File: src/rtl/cpu_run_controller.sv
// cpu_run_controller: run/step/breakpoint sequencer for the 4-bit single-cycle CPU core.
// Paces execution to one instruction every PHASES cycles. It generates the execute strobe
// and the gated register-file write enable. It supports free-run, single-step and a single
// PC breakpoint.
// Optional feature: define CPU_CTRL_SELF_LOOP_HALT_EN to halt on a committed jump-to-self in RUN.
module cpu_run_controller #(
    parameter int unsigned PHASES = 3,
    parameter int unsigned CNT_W  = 8
) (
    input  logic             clk,
    input  logic             rst,
    input  logic             start,
    input  logic             stop,
    input  logic             step,
    input  logic             bp_valid,
    input  logic [3:0]       bp_addr,
    input  logic [3:0]       pc,
    input  logic [7:0]       instr,
    output logic             exec_en,
    output logic             rf_we,
    output logic [1:0]       state,
    output logic             halted_bp,
    output logic [CNT_W-1:0] instr_count,
    output logic             done
);

    localparam int unsigned     PH_W    = (PHASES > 1) ? $clog2(PHASES) : 1;
    localparam logic [PH_W-1:0] PH_LAST = PH_W'(PHASES - 1);

    typedef enum logic [1:0] {
        S_IDLE  = 2'b00,
        S_RUN   = 2'b01,
        S_STEP  = 2'b10,
        S_BREAK = 2'b11
    } state_t;

    state_t          cur;
    logic [PH_W-1:0] phase;
    logic [PH_W-1:0] phase_inc;
    logic            skip;
    logic            done_q;
    logic            active;
    logic            bp_hit;
    logic            self_loop;

    // Strobe and breakpoint decode from the current state and phase
    assign active    = (cur == S_RUN) || (cur == S_STEP);
    assign bp_hit    = (cur == S_RUN) && (phase == '0) && bp_valid && (pc == bp_addr) && !skip;
    assign exec_en   = active && (phase == PH_LAST) && !bp_hit;
    assign rf_we     = exec_en & ~instr[7];
    assign phase_inc = (phase == PH_LAST) ? '0 : phase + PH_W'(1);
    assign state     = cur;
    assign halted_bp = (cur == S_BREAK);

`ifdef CPU_CTRL_SELF_LOOP_HALT_EN
    logic unused_bits;
    // Jump-to-self: opcode class 2'b11 whose target equals the current PC
    assign self_loop   = (cur == S_RUN) && exec_en && (instr[7:6] == 2'b11) && (instr[3:0] == pc);
    assign done        = done_q;
    assign unused_bits = ^instr[5:4];
`else
    logic unused_bits;
    assign self_loop   = 1'b0;
    assign done        = 1'b0;
    assign unused_bits = ^{instr[6:0], done_q};
`endif

    // Run-control FSM with phase counter, resume-skip flag, retire counter and halt flag
    always_ff @(posedge clk or posedge rst) begin
        if (rst) begin
            cur         <= S_IDLE;
            phase       <= '0;
            skip        <= 1'b0;
            instr_count <= '0;
            done_q      <= 1'b0;
        end else begin
            if (exec_en) begin
                instr_count <= instr_count + CNT_W'(1);
            end
            case (cur)
                S_IDLE: begin
                    phase <= '0;
                    skip  <= 1'b0;
                    if (start) begin
                        cur    <= S_RUN;
                        done_q <= 1'b0;
                    end else if (step) begin
                        cur    <= S_STEP;
                        done_q <= 1'b0;
                    end
                end
                S_RUN: begin
                    if (stop || self_loop) begin
                        // a strobe in this cycle still commits via instr_count above
                        cur   <= S_IDLE;
                        phase <= '0;
                        skip  <= 1'b0;
                        if (self_loop) begin
                            done_q <= 1'b1;
                        end
                    end else if (bp_hit) begin
                        cur   <= S_BREAK;
                        phase <= '0;
                        skip  <= 1'b0;
                    end else begin
                        phase <= phase_inc;
                        if (exec_en) begin
                            skip <= 1'b0;
                        end
                    end
                end
                S_STEP: begin
                    skip <= 1'b0;
                    if (stop || exec_en) begin
                        cur   <= S_IDLE;
                        phase <= '0;
                    end else begin
                        phase <= phase_inc;
                    end
                end
                S_BREAK: begin
                    phase <= '0;
                    if (stop) begin
                        cur  <= S_IDLE;
                        skip <= 1'b0;
                    end else if (start) begin
                        // skip lets the breakpointed instruction execute once on resume
                        cur  <= S_RUN;
                        skip <= 1'b1;
                    end else if (step) begin
                        cur  <= S_STEP;
                        skip <= 1'b0;
                    end
                end
                default: begin
                    cur   <= S_IDLE;
                    phase <= '0;
                    skip  <= 1'b0;
                end
            endcase
        end
    end

endmodule

File: config.mk
export PLATFORM = sky130hd
export DESIGN_NAME = cpu_run_controller
export DESIGN_NICKNAME = d
export VERILOG_FILES = /design/src/rtl/cpu_run_controller.sv
export SDC_FILE = /design/constraint.sdc
export NUM_CORES = 1
export LEC_CHECK = 0
export CORE_ASPECT_RATIO = 0.9
export CORE_MARGIN = 2
export CORE_UTILIZATION = 42
export CTS_BUF_LIST = sky130_fd_sc_hd__clkbuf_4
export DETAILED_ROUTE_END_ITERATION = 7
export PLACE_DENSITY_LB_ADDON = 0.05
export SLEW_MARGIN = 20
export SYNTH_ARGS = -nofsm -noshare
export SYNTH_HDL_FRONTEND = slang
export SYNTH_SLANG_ARGS = --single-unit
File: constraint.sdc
create_clock -name clk -period 1.9 [get_ports clk]
set_input_delay 0.38 -clock clk [delete_from_list [all_inputs] [get_ports clk]]
set_output_delay 0.38 -clock clk [all_outputs]
set_load 0.03 [all_outputs]
==> metrics.txt <==
status complete, no violations; Sink Count 13; post-layout min period 1.88 ns; RSZ-0062 raised after global routing yes; worst path cell trace inv_2, ha_4, and3b_2, nor2b_4, buf_6; Yosys reg bits 13; IO Port Bufs 27; # fillers 136; Yosys cell types 28; sequential share of the synthesized area 40.5%; aggregate routed wire length 1.72 mm; nets@finish 145; commonest cells after routing, fill and taps aside clkdlybuf4s50_1, dfrtp_1, xnor2_1; CTS buffer count 3; dominant synthesized flop cell dfrtp_1; ant diodes 0; r2r endpoint state[1]$_DFFE_PP0P_; dpl hpwl 1.21 mm; Area contributors post-synth dfrtp_1, xnor2_1, ha_1; FMAX 532 MHz; Placed Cells 130; ys async rst share 100%; H-tree Lvls 1; R2R Setup Slk 0.06 ns; Global Route Usage Sum 15.6%; ANT nets after route 0; register clock-pin slew on the reported worst setup and hold paths 0.07 ns; clk_skew 0.000673 ns; max-cap violation count 0; Syn Nets 108; largest net degree at the start of global routing 14; Final Wtd Congestion 0.848; Avg Cell Area, Syn 10.0 um^2; worst r2r src state[0]$_DFFE_PP0P_; die area 2280 um^2; share of cells above drive strength 1 21.6%; Non-Filler Cell Area, Final 1190 um^2; slowest CP cell dfrtp_2; Core Area 1730 um^2; post-route insts no fill 140; via count 710; CP Class reg2out; Setup crit end kind output port; Site Rows 14; synthesized instance count 80; Worst Path Max Fanout 5; EDFF count, synth 0; setup TNS 0 ns; Starting Density 46.3%; worst r2r path cells 7; # IOs 36; Required @ worst endpoint 1.52 ns; commonest non-fill, non-tap cell in the layout clkdlybuf4s50_1; drt first pass iters 4; vias per cell 5.07; Hold Path Class in2async; vias in the first global route 618; CP arrival 1.50 ns; Hold Violations, Final 0; Mapped Area 803 um^2; Worst path max stage delay 0.42 ns; Placed Area 1100 um^2; CTS Buffer Depth 2; GRT overflow 0; CP Launch Type register; Worst VDD drop 0.000618 V; CTS tree done; Buf/Inv on CP 2; post-synth top area share 40.5%; Post-CTS Hold Fix Bufs 0; DRC 0; area leader, netlist dfrtp_1; routed len/inst 12.3 um; initial drt markers 17; cell family with most CP delay flip-flops; P&R area growth vs syn 48.3%; Max Slew Vio Count 0; width of the die 50.1 um; Tcrit/Tclk final 99.0%; Total Power 1170 uW; initial antenna violation count 0; Leakage Power 0.000528 uW; Setup WS post-layout 0.0187 ns; clk root buf clkbuf_4; # setup viols final 0; Syn. warnings 0; worst skew pair latency 0.27 ns; Die H 45.5 um; first-pass GRT wire length 2.64 mm; pwr/cell area 984 nW/um^2; Place WS 0.105 ns
## layout make-up
cell class	instances	area [um^2]	area share, %
Multi-Input combinational cell	61	468	39.3
Inverter	4	15.0	1.26
Clock buffer	4	30.0	2.52
Sequential cell	13	328	27.5
Timing Repair Buffer	34	320	26.9
Tap cell	24	30.0	2.52
## sequential cells by signal (all words and copies together), names as in the netlist
signal	count
skip	1
state	2
instr_count	8
phase	2
## per-layer routing
layer | wire, um | share of wire, % | track usage, %
met4 | 34 | 2.0 | 1.67
met5 | 0 | 0 | 0
met2 | 793 | 46 | 23.7
met1 | 759 | 44 | 21.8
met3 | 133 | 7.7 | 5.92
## per-stage QoR
step	utilization, %	hold slack (ns)
6_report	68.7	0.423
5_1_grt	68.7	0.466
4_1_cts	65.8	0.441
3_5_place_dp	63.5	0.465
3_3_place_gp	63.5	0.461
2_1_floorplan	-	0.257
## worst max path at each step
stage	start	endpoint	slack (ns)	cells after the start
2_1_floorplan	state[1]$_DFFE_PP0P_	rf_we	0.05	5
3_5_place_dp	bp_valid	state[0]$_DFFE_PP0P_	0.10	6
5_1_grt	state[0]$_DFFE_PP0P_	rf_we	-0.06	5
3_3_place_gp	bp_valid	state[1]$_DFFE_PP0P_	0.08	6
6_report	state[0]$_DFFE_PP0P_	rf_we	0.02	5
4_1_cts	state[1]$_DFFE_PP0P_	rf_we	0.0004	5
## power breakdown
part,internal (uW),switching (uW),total [uW]
sequential,329,68.3,397
clock,95.6,82.7,178
combinational,303,294,597
total,728,445,1170
## synth_stat cells (2+ instances only)
library cell and number:
dfrtp_1 13, xnor2_1 10, nand2_1 7, ha_1 6, nor2_1 5, a21oi_1 4, inv_1 4, nand3_1 4
nand4_1 3, o211ai_1 3, and3_1 2, buf_4 2, nor2b_1 2
## repair_timing
item                       4_1_cts  5_1_grt
setup buffers                    1        5
setup endpoints to repair        3        3
hold endpoints to repair         0        0
resized for setup                4        1
pin swaps                        1        1
## kinds of logic (layout without fill, tap and decap cells)
group,after synthesis,in the layout,synth area share [%]
flip-flops,13,13,40.5
multiplexers,1,1,1.40
AND/OR/NAND/NOR,32,32,23.7
AO/OA/AOI/OAI,10,10,8.88
XOR/XNOR,11,11,12.0
buffers and inverters,6,42,3.74
adder cells (fa/ha/maj),6,6,9.35
other,1,1,0.467
(Power assumes the default switching activity.)
